`src/rtl/seal_trig_dev.sv`:
```
// Memory-mapped trigger/marker responder: capture trigger, triggered-cycle counter, marker FIFO.
// Optional marker FIFO enabled by defining SEAL_TRIG_FIFO_EN; without it MARKER errors and STATUS reads empty.
module seal_trig_dev #(
    parameter int unsigned FifoDepth = 8,
    parameter int unsigned CntWidth  = 32
) (
    input  logic        clk_i,
    input  logic        rst_i,
    input  logic        req_i,
    input  logic        we_i,
    input  logic [3:0]  be_i,
    input  logic [31:0] addr_i,
    input  logic [31:0] wdata_i,
    output logic        rvalid_o,
    output logic [31:0] rdata_o,
    output logic        err_o,
    output logic        trigger_o,
    output logic        marker_valid_o,
    output logic [31:0] marker_data_o,
    input  logic        marker_ready_i
);

    localparam logic [7:0] REG_CTRL   = 8'h00;
    localparam logic [7:0] REG_CYCLES = 8'h01;
    localparam logic [7:0] REG_MARKER = 8'h02;
    localparam logic [7:0] REG_STATUS = 8'h03;

    logic [7:0]          word_idx;
    logic                wr_ctrl;
    logic                ctrl_clr;
    logic                trig_q;
    logic [CntWidth-1:0] cycles_q;
    logic [31:0]         status_word;
    logic [31:0]         rd_data;
    logic                dec_err;

    assign word_idx  = addr_i[9:2];
    assign wr_ctrl   = req_i && we_i && (word_idx == REG_CTRL) && be_i[0];
    assign ctrl_clr  = wr_ctrl && wdata_i[1];
    assign trigger_o = trig_q;

    // NOTE: sequential state uses non-blocking assignments so every flop samples pre-edge values.
    always_ff @(posedge clk_i) begin
        if (rst_i) begin
            trig_q   <= 1'b0;
            cycles_q <= '0;
        end else begin
            if (wr_ctrl) trig_q <= wdata_i[0];
            // CLR wins over counting, so CLR+TRIG restarts from 0 on the following cycle.
            if (ctrl_clr)    cycles_q <= '0;
            else if (trig_q) cycles_q <= cycles_q + CntWidth'(1);
        end
    end

`ifdef SEAL_TRIG_FIFO_EN
    localparam int unsigned AW = $clog2(FifoDepth);
    localparam int unsigned CW = AW + 1;

    logic [31:0]   mem [FifoDepth];
    logic [AW-1:0] wr_ptr;
    logic [AW-1:0] rd_ptr;
    logic [CW-1:0] count;
    logic          overflow_q;
    logic          full;
    logic          empty;
    logic          push_req;
    logic          do_push;
    logic          do_pop;
    logic          ovf_clr;
    logic          unused_bits;

    assign full     = (count == CW'(FifoDepth));
    assign empty    = (count == '0);
    assign push_req = req_i && we_i && (word_idx == REG_MARKER) && (be_i == 4'hF);
    assign do_pop   = !empty && marker_ready_i;
    assign do_push  = push_req && (!full || do_pop);
    assign ovf_clr  = req_i && we_i && (word_idx == REG_STATUS) && be_i[1] && wdata_i[10];

    assign marker_valid_o = !empty;
    assign marker_data_o  = empty ? 32'h0 : mem[rd_ptr];
    assign status_word    = {21'h0, overflow_q, empty, full, 8'(count)};
    assign unused_bits    = ^{addr_i[31:10], addr_i[1:0]};

    // NOTE: storage has no reset; the empty count masks stale contents, so no reset tree is needed.
    always_ff @(posedge clk_i) begin
        if (do_push) mem[wr_ptr] <= wdata_i;
    end

    always_ff @(posedge clk_i) begin
        if (rst_i) begin
            wr_ptr     <= '0;
            rd_ptr     <= '0;
            count      <= '0;
            overflow_q <= 1'b0;
        end else begin
            if (do_push) wr_ptr <= wr_ptr + AW'(1);
            if (do_pop)  rd_ptr <= rd_ptr + AW'(1);
            case ({do_push, do_pop})
                2'b10:   count <= count + CW'(1);
                2'b01:   count <= count - CW'(1);
                default: count <= count;
            endcase
            if (push_req && full && !do_pop) overflow_q <= 1'b1;
            else if (ovf_clr)                overflow_q <= 1'b0;
        end
    end
`else
    logic unused_bits;

    assign marker_valid_o = 1'b0;
    assign marker_data_o  = 32'h0;
    assign status_word    = 32'h0000_0200;
    assign unused_bits    = ^{addr_i[31:10], addr_i[1:0], wdata_i[31:2], be_i[3:1], marker_ready_i};
`endif

    // NOTE: every always_comb output gets a default first, so no path can infer a latch.
    always_comb begin
        rd_data = 32'h0;
        dec_err = 1'b0;
        case (word_idx)
            REG_CTRL:   rd_data = {31'h0, trig_q};
            REG_CYCLES: begin
                rd_data = 32'(cycles_q);
                dec_err = we_i;
            end
`ifdef SEAL_TRIG_FIFO_EN
            REG_MARKER: dec_err = !we_i || (be_i != 4'hF);
`else
            REG_MARKER: dec_err = 1'b1;
`endif
            REG_STATUS: rd_data = status_word;
            default:    dec_err = 1'b1;
        endcase
    end

    // Response is registered from request-edge state, so reads see pre-update values.
    always_ff @(posedge clk_i) begin
        if (rst_i) begin
            rvalid_o <= 1'b0;
            rdata_o  <= 32'h0;
            err_o    <= 1'b0;
        end else begin
            rvalid_o <= req_i;
            err_o    <= req_i && dec_err;
            rdata_o  <= (req_i && !we_i && !dec_err) ? rd_data : 32'h0;
        end
    end

endmodule

```
`config.mk`:
```
export PLATFORM = sky130hd
export DESIGN_NAME = seal_trig_dev
export DESIGN_NICKNAME = d
export VERILOG_FILES = /design/src/rtl/seal_trig_dev.sv
export SDC_FILE = /design/constraint.sdc
export NUM_CORES = 1
export LEC_CHECK = 0
export BUFFER_PORTS_ARGS = -buffer_cell sky130_fd_sc_hd__buf_4
export CELL_PAD_IN_SITES_DETAIL_PLACEMENT = 0
export CELL_PAD_IN_SITES_GLOBAL_PLACEMENT = 1
export CORE_UTILIZATION = 33
export CTS_CLUSTER_SIZE = 40
export DETAILED_ROUTE_END_ITERATION = 10
export GPL_TIMING_DRIVEN = 0
export PLACE_DENSITY_LB_ADDON = 0.1
export SLEW_MARGIN = 20
export SYNTH_ARGS = -nofsm -noshare
export SYNTH_HDL_FRONTEND = slang
export SYNTH_SLANG_ARGS = --single-unit
```
`constraint.sdc`:
```
create_clock -name clk_i -period 2.35 [get_ports clk_i]
set_clock_uncertainty 0.2 [all_clocks]
set_input_delay 0 -clock clk_i [delete_from_list [all_inputs] [get_ports clk_i]]
set_output_delay 0 -clock clk_i [all_outputs]
set_load 0.03 [all_outputs]
```
# Yosys cells after proc, flatten, opt, wreduce, memory -nomap -nowiden
# Index checks and enable logic that the tools add are counted.
[classes]
n_mul = 0
n_mux = 2
reduce_logical = 13
n_addsub = 1
shift = 0
n_eq_ne = 2
bitwise_logic = 1
div_mod_pow = 0
n_lt_le_gt_ge = 0
[op_table]
columns = ["operator", "count"]
rows = [
  ["32-bit one-hot mux with 3 select lines", 1],
  ["32-bit by 1-bit adder with 32-bit output, second input constant", 1],
  ["8-bit by 1-bit == test with 1-bit output, second input constant", 1],
  ["8-bit by 2-bit == test with 1-bit output, second input constant", 1],
  ["8-bit zero test", 1],
  ["1-bit logical AND", 7],
  ["2-bit OR reduction", 3],
  ["1-bit zero test", 2],
  ["1-bit one-hot mux with 2 select lines", 1],
  ["1-bit inverter", 1],
]
[totals]
rom_bits = 0
register_bits = 67
wordCells = 24
inputBits = 73
out_inout_bits = 68
mem_count = 0
latch_bits = 0
ram_bits = 0

# Longest topological paths before layout
# Gate-level depths: netlist of run 1.
[depth]
word_depth = 7
mapped_depth = 6
mapped_depth_nobuf = 5

# Worst setup path before layout of run 1
# OpenSTA, ideal clock, no wires.
[synth_timing]
path_type = "register -> register"
from = "reg trig_q (netlist: trigger_o)"
to = "reg cycles_q[14]"
t_arrival_ns = 1.705
path_slack_ns = 0.375
setup_ns = 0.070
required_time_ns = 2.080
n_path_buf = 2
stages_incl_launch_ff = 7
synth_period_minus_slack_ns = 1.975
path_cell_list = "dfxtp_1 buf_6 and4_4 buf_8 nand4_4 or4b_1 a21oi_1"
[synth_lines]
columns = ["element", "line", "text"]
rows = [
  ["start, declared", "31", "logic trig_q;"],
  ["start signal, assigned", "48", "if (wr_ctrl) trig_q <= wdata_i[0];"],
  ["end signal, assigned", "51", "else if (trig_q) cycles_q <= cycles_q + CntWidth'(1);"],
  ["end, declared", "32", "logic [CntWidth-1:0] cycles_q;"],
]

# Final worst setup path of run 1
[layout_timing]
from = "reg cycles_q[0]"
to = "reg cycles_q[28]"
[layout_between]
elab_chain_cells = 1
[layout_lines]
columns = ["element", "line"]
rows = [
  ["32-bit by 1-bit adder with 32-bit output", "51"],
]
# Every way passes these cells.
# A chain may end at the register's enable or synchronous reset.

==> summary.md, run 1 <==
| Metric | Value |
|---|---|
| RSZ-0062 raised after global routing | false |
| Most common cell after layout, fill and taps aside | buf_4 |
| Clock Path Buffers | 2 |
| Setup Total Neg Slack | 0 ns |
| Status | complete, no violations |
| Antenna cells | 0 |
| VDD IR max | 0.2254 mV |
| Critical path arrival | 2.20 ns |
| Crit Path Category | flop to flop |
| Setup bufs post-CTS | 0 |
| Io pins | 141 |
| Seq cells post-synth | 67 |
| Average wire per standard cell | 11.45 µm |
| Ys flop type | dfxtp_1 |
| CP Capture Type | flop |
| Vias in the first global route | 2027 |
| Post-CTS sizing | 0 |
| Register area share after synthesis | 47.12% |
| Worst Setup EP | cycles_q[28]$_SDFFE_PP0P_ |
| Crit path time final | 2.130 ns |
| Via count | 2292 |
| Hold crit path type | primary input to flop |
| Synthesis Warnings | 0 |
| Synthesis-to-layout area growth | 32.00% |
| Worst-Skew Late Latency | 0.34 ns |
| Detailed Route Iter0 Violations | 37 |
| Final setup viols | 0 |
| Post-Synthesis Cells | 299 |
| Die width | 94.88 µm |
| CP Launch Point | cycles_q[0]$_SDFFE_PP0P_ |
| FMAX | 0.4695 GHz |
| Total CTS buffers | 9 |
| DR vias/cell | 4.485 |
| Async set or reset register ratio after synthesis | 0% |
| I/O Buffers | 49 |
| GP Congestion | 0.7194 |
| Die footprint | 9001 µm² |
| Initial Util | 34.30% |
| Remaining antenna violation count after routing | 0 |
| First-pass GRT wire length | 9466 µm |
| Clock-pin slew of the registers on the worst-case setup and hold paths | 0.07 ns |
| Reg2reg path depth | 5 |
| Die height | 94.88 µm |
| Final Max Slew Viols | 0 |
| Pwr dens | 584.4 nW/µm² |
| Nets | 476 |
| Core region area | 8299 µm² |
| Unique masters post-synth | 35 |
| Hold Vio Cnt, Final | 0 |
| GRT Total Usage | 13.76% |
| Worst setup margin | 0.2202 ns |
| R2R Path End | cycles_q[28]$_SDFFE_PP0P_ |
| Post-synthesis cell area | 2846 µm² |
| Filler Cell Count | 848 |
| WP data required | 2.42 ns |
| Syn Area/Cell | 9.520 µm² |
| Reg2reg setup slack | 0.22 ns |
| Slew HR | 57.43% |
| Max-cap violations | 0 |
| Startpoint types | flop |
| Drt first pass iters | 4 |
| Max FO, Critical Path | 6 |
| EDFF count, synth | 0 |
| Root buf cell | clkbuf_8 |
| Total Wirelength | 5851 µm |
| Lkg Pwr | 1.642 nW |
| DRC Markers | 0 |
| Initial antenna violation count | 0 |
| TritonCTS clock tree | built |
| Largest net degree at the start of global routing | 11 |
| Hpwl dp | 4016 µm |
| DP Worst Slack | 0.1173 ns |
| Htree depth | 3 |
| Cell row count | 33 |
| Least-Margin Pin Slew | 0.6328 ns |
| Reg2reg start | cycles_q[0]$_SDFFE_PP0P_ |
| Gr ovfl total | 0 |
| CTS Sinks | 67 |
| Most frequent cells in the layout | buf_4, dfxtp_1, and2_1, conb_1 |
| Period utilization | 90.63% |
| Share of cells above drive strength 1 | 26.85% |
[cells by family after synthesis]
| group | count (synthesis) | synth area share [%] |
|---|---|---|
| AND/OR/NAND/NOR | 126 | 27.21 |
| flip-flops | 67 | 47.12 |
| buffers and inverters | 49 | 12.13 |
| AO/OA/AOI/OAI | 38 | 7.561 |
| XOR/XNOR | 13 | 4.000 |
| multiplexers | 4 | 1.407 |
| adder cells (fa/ha/maj) | 1 | 0.4395 |
| other | 1 | 0.1317 |
[layout make-up]
| cell class | count | area, µm² | area share, % |
|---|---|---|---|
| Clock buffer | 12 | 135.1 | 3.596 |
| Sequential cell | 67 | 1341 | 35.70 |
| Multi-Input combinational cell | 215 | 1280 | 34.07 |
| Tap cell | 105 | 131.4 | 3.497 |
| Timing Repair Buffer | 61 | 488.0 | 12.99 |
| Clock inverter | 3 | 40.04 | 1.066 |
| Buffer | 48 | 341.6 | 9.091 |
[synthesized netlist by cell type, drive strengths merged, types with 5 or more instances]
cell,n,area (µm²)
nand3,13,70.07
nand2,11,41.29
o21ai,11,55.05
clkbuf,6,22.52
buf,43,322.8
nand4,14,117.6
nor2,18,67.56
dfxtp,67,1341
and2,33,206.5
o31ai,7,52.55
and3,5,31.28
or4,7,52.55
a21oi,18,90.09
and4,7,66.31
or3,10,62.56
xor2,11,96.34
[sequential cells by signal (all words and copies together), names as in the netlist]
name       cells
rdata_o       32
cycles_q      32
trigger_o      1
rvalid_o       1
err_o          1
[metal layers]
metal	global-route usage (%)	part of all wire [%]	up-vias	wire length, µm
met5	0	0	-	0
met4	8.333	2.3	0	132
met3	2.738	4.8	11	283
met2	21.34	43	59	2505
met1	17.49	50	1035	2930
li1	-	-	1187	-
[stage by stage]
stage                     instance area [µm²]  hold WS (ns)  std cells  util, %  total power, mW
after global routing                     3757        0.1186        511    45.27            2.287
final                                    3757       0.06355        511    45.27            2.196
after floorplan                          2967       -0.1276        331        -            1.293
after global placement                   3466      -0.01505        485    41.76            1.323
after detailed placement                 3466      -0.01325        485    41.76            1.323
after CTS                                3761       0.06439        512    45.32            2.227
[where the power goes]
part | internal [mW] | switching (mW) | leakage, nW
Clock | 0.482 | 0.402 | 0.0902
Combinational | 0.0711 | 0.103 | 1.01
Sequential | 1.14 | 0.000435 | 0.540
[what timing repair did]
item / in CTS / in global routing
hold buffers: 12 / 0
hold endpoints to repair: 7 / 0
endpoints found under the setup margin: 0 / 2
[critical path, cell delays in order, from the launching register on]
cell and delay (ns):
dfxtp_1 0.45, ha_1 0.32, and2_1 0.33, nand3_1 0.13, or4_1 0.48, a21oi_1 0.15
[how the worst min path moves through the flow]
stage               slack (ns)                         to       from  cells past startpoint
floorplan                -0.13     trigger_o$_SDFFE_PP0P_      rst_i                      1
global placement         -0.02     trigger_o$_SDFFE_PP0P_      rst_i                      2
detailed placement       -0.01     trigger_o$_SDFFE_PP0P_      rst_i                      2
CTS                       0.06  cycles_q[14]$_SDFFE_PP0P_  addr_i[8]                      4
global route              0.12  cycles_q[14]$_SDFFE_PP0P_  addr_i[8]                      4
finish                    0.06  cycles_q[14]$_SDFFE_PP0P_  addr_i[8]                      4
No activity file was read; power rests on OpenSTA's default activity.
==> run 2: changes to the inputs <==
ABC_AREA = 1   (was unset)
CORE_UTILIZATION = 32   (was 33)
==> run 2 against run 1 <==
  * Setup slack lost 0.060 ns
  * Critical path type is now primary input to flop
  * Fmax shrank 2.7%
  * Synthesized cell count grew 48%
  * Flip-flop and latch count is the same
  * Non-clock buffer count shrank 2
  * Die area grew 16%
  * Count of clock-buffer cells in the layout shrank 2
  * Sequential power is essentially flat
  * Via count grew 23%
  * Sequential share of layout area shrank 3.9 points
==> summary.md, run 2 <==
| Metric | Value |
|---|---|
| Ys flop type | dfxtp_1 |
| CP Capture Type | flop |
| Clock-pin slew of the registers on the worst-case setup and hold paths | 0.08 ns (about the same) |
| Cell Chain, Critical Path | dlygate4sd3_1, buf_4, nor2_1, nand3_1, inv_2, nand2_1, dlygate4sd3_1, a21oi_1, dlygate4sd3_1 |
| Final setup viols | 0 (unchanged) |
| Top cells by area, synth | dfxtp_1, nand2_1, nor2_1 |
| Io pins | 141 (unchanged) |
| Synthesis Warnings | 0 (unchanged) |
| Gr ovfl total | 0 (unchanged) |
| Post-synthesis cell area | 3206 µm² (+13%) |
| VDD IR max | 0.3024 mV (+34%) |
| DR vias/cell | 4.097 (-8.7%) |
| Post-Synthesis Cells | 444 (+48%) |
| Root buf cell | clkbuf_8 |
| TritonCTS clock tree | built |
| I/O Buffers | 49 (unchanged) |
| Remaining antenna violation count after routing | 0 (unchanged) |
| Reg2reg start | cycles_q[1]$_SDFFE_PP0P_ |
| Crit path time final | 2.190 ns (+0.05993 ns) |
| GP Congestion | 0.7669 (+6.6%) |
| CTS Sinks | 67 (unchanged) |
| Total stage count of the critical path | 9 (+4) |
| Via count | 2827 (+23%) |
| Post-Place Cells | 658 (+36%) |
| Pwr dens | 544.1 nW/µm² (-6.9%) |
| Average wire per standard cell | 10.99 µm (-4.0%) |
| Register area share after synthesis | 41.84% (-5.3 points) |
| WP data required | 2.44 ns (+0.02 ns) |
| Largest area contributor in the netlist | dfxtp_1 |
| Synthesis-to-layout area growth | 31.58% |
| Largest net degree at the start of global routing | 13 (+2) |
| Most common cell in the netlist | nand2_1 |
| Syn Area/Cell | 7.220 µm² (-24%) |
| Tot Pwr | 2.295 mW (+4.5%) |
| WHS | 0.008803 ns (-0.05475 ns) |
| Worst Setup EP | err_o$_SDFF_PP0_ |
| Core region area | 9729 µm² (+17%) |
| Drt first pass iters | 4 (unchanged) |
| Total CTS buffers | 9 (unchanged) |
| Slowest stage delay, CP | 0.56 ns (+0.08 ns) |
| Antenna cells | 0 (unchanged) |
| Htree depth | 3 (unchanged) |
| Initial antenna violation count | 0 (unchanged) |
| Critical path arrival | 2.28 ns (+0.08 ns) |
| Most common cell after layout, fill and taps aside | nand2_1 |
| Vias in the first global route | 2668 (+32%) |
| DRC Markers | 0 (unchanged) |
| Most frequent cells after synthesis | nand2_1, nor2_1, dfxtp_1 |
| Hold Vio Cnt, Final | 0 (unchanged) |
| Async set or reset register ratio after synthesis | 0% (unchanged) |
| Post-synth top area share | 41.84% (-5.3 points) |
| Seq cells post-synth | 67 (unchanged) |
| Hpwl dp | 5757 µm (+43%) |
| Dominant delay contributor by cell family on the critical path | buffers and inverters |
| Initial Util | 32.95% (-1.4 points) |
| Max FO, Critical Path | 4 (-2) |
| Top flop regs | cycles_q (32), rdata_o (32) |
| CP Launch Point | addr_i[3] |
| Crit Path Category | primary input to flop |
| Worst-Skew Late Latency | 0.35 ns (about the same) |
| Most used cell, CP | dlygate4sd3_1 |
| First-pass GRT wire length | 12650 µm (+34%) |
| Clock Path Buffers | 2 (unchanged) |
| Setup Total Neg Slack | 0 ns (unchanged) |
| GRT Total Usage | 16.09% (+2.3 points) |
| Die height | 102.1 µm (+7.6%) |
| Period utilization | 93.18% (+2.6 points) |
| RSZ-0062 raised after global routing | false |
| Final Max Slew Viols | 0 (unchanged) |
| Max-cap violations | 0 (unchanged) |
| Share of cells above drive strength 1 | 26.03% (-0.81 points) |
| Reg2reg path depth | 9 (+4) |
| Layout Cells excl Fill | 690 (+35%) |
| Total Wirelength | 7582 µm (+30%) |
| Status | complete, no violations |
| Startpoint types | primary input |
| R2R Path End | cycles_q[30]$_SDFFE_PP0P_ |
| EDFF count, synth | 0 (unchanged) |
| Worst setup margin | 0.1602 ns (-0.05993 ns) |
| Detailed Route Iter0 Violations | 65 (+76%) |
| Most frequent cells in the layout | nand2_1, nor2_1, buf_4 |
| Die width | 102.1 µm (+7.6%) |
| Lkg Pwr | 1.810 nW (+10%) |
| Hold crit path type | primary input to flop |
| Reg2reg setup slack | 0.65 ns (+0.43 ns) |
| Die footprint | 10420 µm² (+16%) |
| Unique masters post-synth | 28 (-20%) |
| FMAX | 0.4567 GHz (-2.7%) |
| Cell row count | 36 (+9.1%) |
| Nets | 626 (+32%) |
| Slowest cell on crit path | dlygate4sd3_1 |
| Crit path buf inv count | 5 (+5) |
| DP Worst Slack | 0.6665 ns (+0.5492 ns) |
==> run 2: cell count changes after synthesis, sizes merged, moves of 8 or more <==
cell   previous run  this run
or3              10         0
nand2            11       113
nor2             18       111
nand3            13        26
a21oi            18         9
and2             33         0
inv               0        38
o21ai            11         3
==> run 2: worst register-to-register path, cell delays in order (launching register included) <==
cell and delay (ns):
dfxtp_1 0.42, ha_1 0.23, inv_1 0.09, nor2_4 0.15, nand2_1 0.09, nor2_2 0.17
nand3_1 0.11, nand2_1 0.06, inv_1 0.03, nor2_1 0.09
==> run 2: metal layers <==
layer | track usage [%] | wire (µm) | vias up
met2 | 28.86 | 3810 | 40
met5 | 0 | 0 | -
met3 | 3.283 | 229 | 10
met1 | 18.60 | 3440 | 1254
li1 | - | - | 1523
met4 | 6.593 | 102 | 0
==> run 2: worst min-delay path by stage <==
stage,from,endpoint,cells after the start
3_5_place_dp,req_i,rvalid_o$_SDFF_PP0_,3
4_1_cts,addr_i[5],rdata_o[0]$_SDFF_PP0_,6
5_1_grt,addr_i[5],rdata_o[0]$_SDFF_PP0_,6
2_1_floorplan,req_i,rvalid_o$_SDFF_PP0_,2
6_report,addr_i[5],rdata_o[0]$_SDFF_PP0_,6
3_3_place_gp,req_i,rvalid_o$_SDFF_PP0_,3
==> run 2: power breakdown <==
| group | switching, mW | leakage, nW | internal (mW) | total [mW] |
|---|---|---|---|---|
| registers | 0.000623 | 0.540 | 1.14 | 1.14 |
| clock network | 0.459 | 0.102 | 0.519 | 0.978 |
| logic | 0.110 | 1.17 | 0.0707 | 0.180 |
==> run 2: cell families (layout without fill, tap and decap cells) <==
group	count (synthesis)	in the layout	share of synthesized area, %
other cells	1	33	0.1170
buf+inv	80	161	13.82
compound gates	16	16	3.005
simple gates	268	268	37.82
xor+xnor	11	11	3.005
fa+ha+maj	1	1	0.3903
flops	67	67	41.84
==> run 2: metrics by stage <==
stage	utilization [%]	area (µm²)
global route	43.35	4218
detailed placement	39.67	3860
floorplan	-	3326
global placement	39.67	3860
CTS	43.20	4203
finish	43.35	4218
==> run 2: cell type report <==
| type | instances | area [µm²] |
|---|---|---|
| inverters | 38 | 142.6 |
| clock buffers | 10 | 137.6 |
| multi-input cells | 329 | 1544 |
| well taps | 133 | 166.4 |
| clock inverters | 6 | 65.06 |
| fillers | 1060 | 5512 |
| repair buffers | 65 | 520.5 |
| flip-flops and latches | 67 | 1341 |
| plain buffers | 42 | 300.3 |
==> run 2: what timing repair did <==
item	4_1_cts	5_1_grt
hold buffers	14	0
hold endpoints to repair	8	0
endpoints found under the setup margin	0	2
gates resized for setup	0	2
buffers inserted	0	3
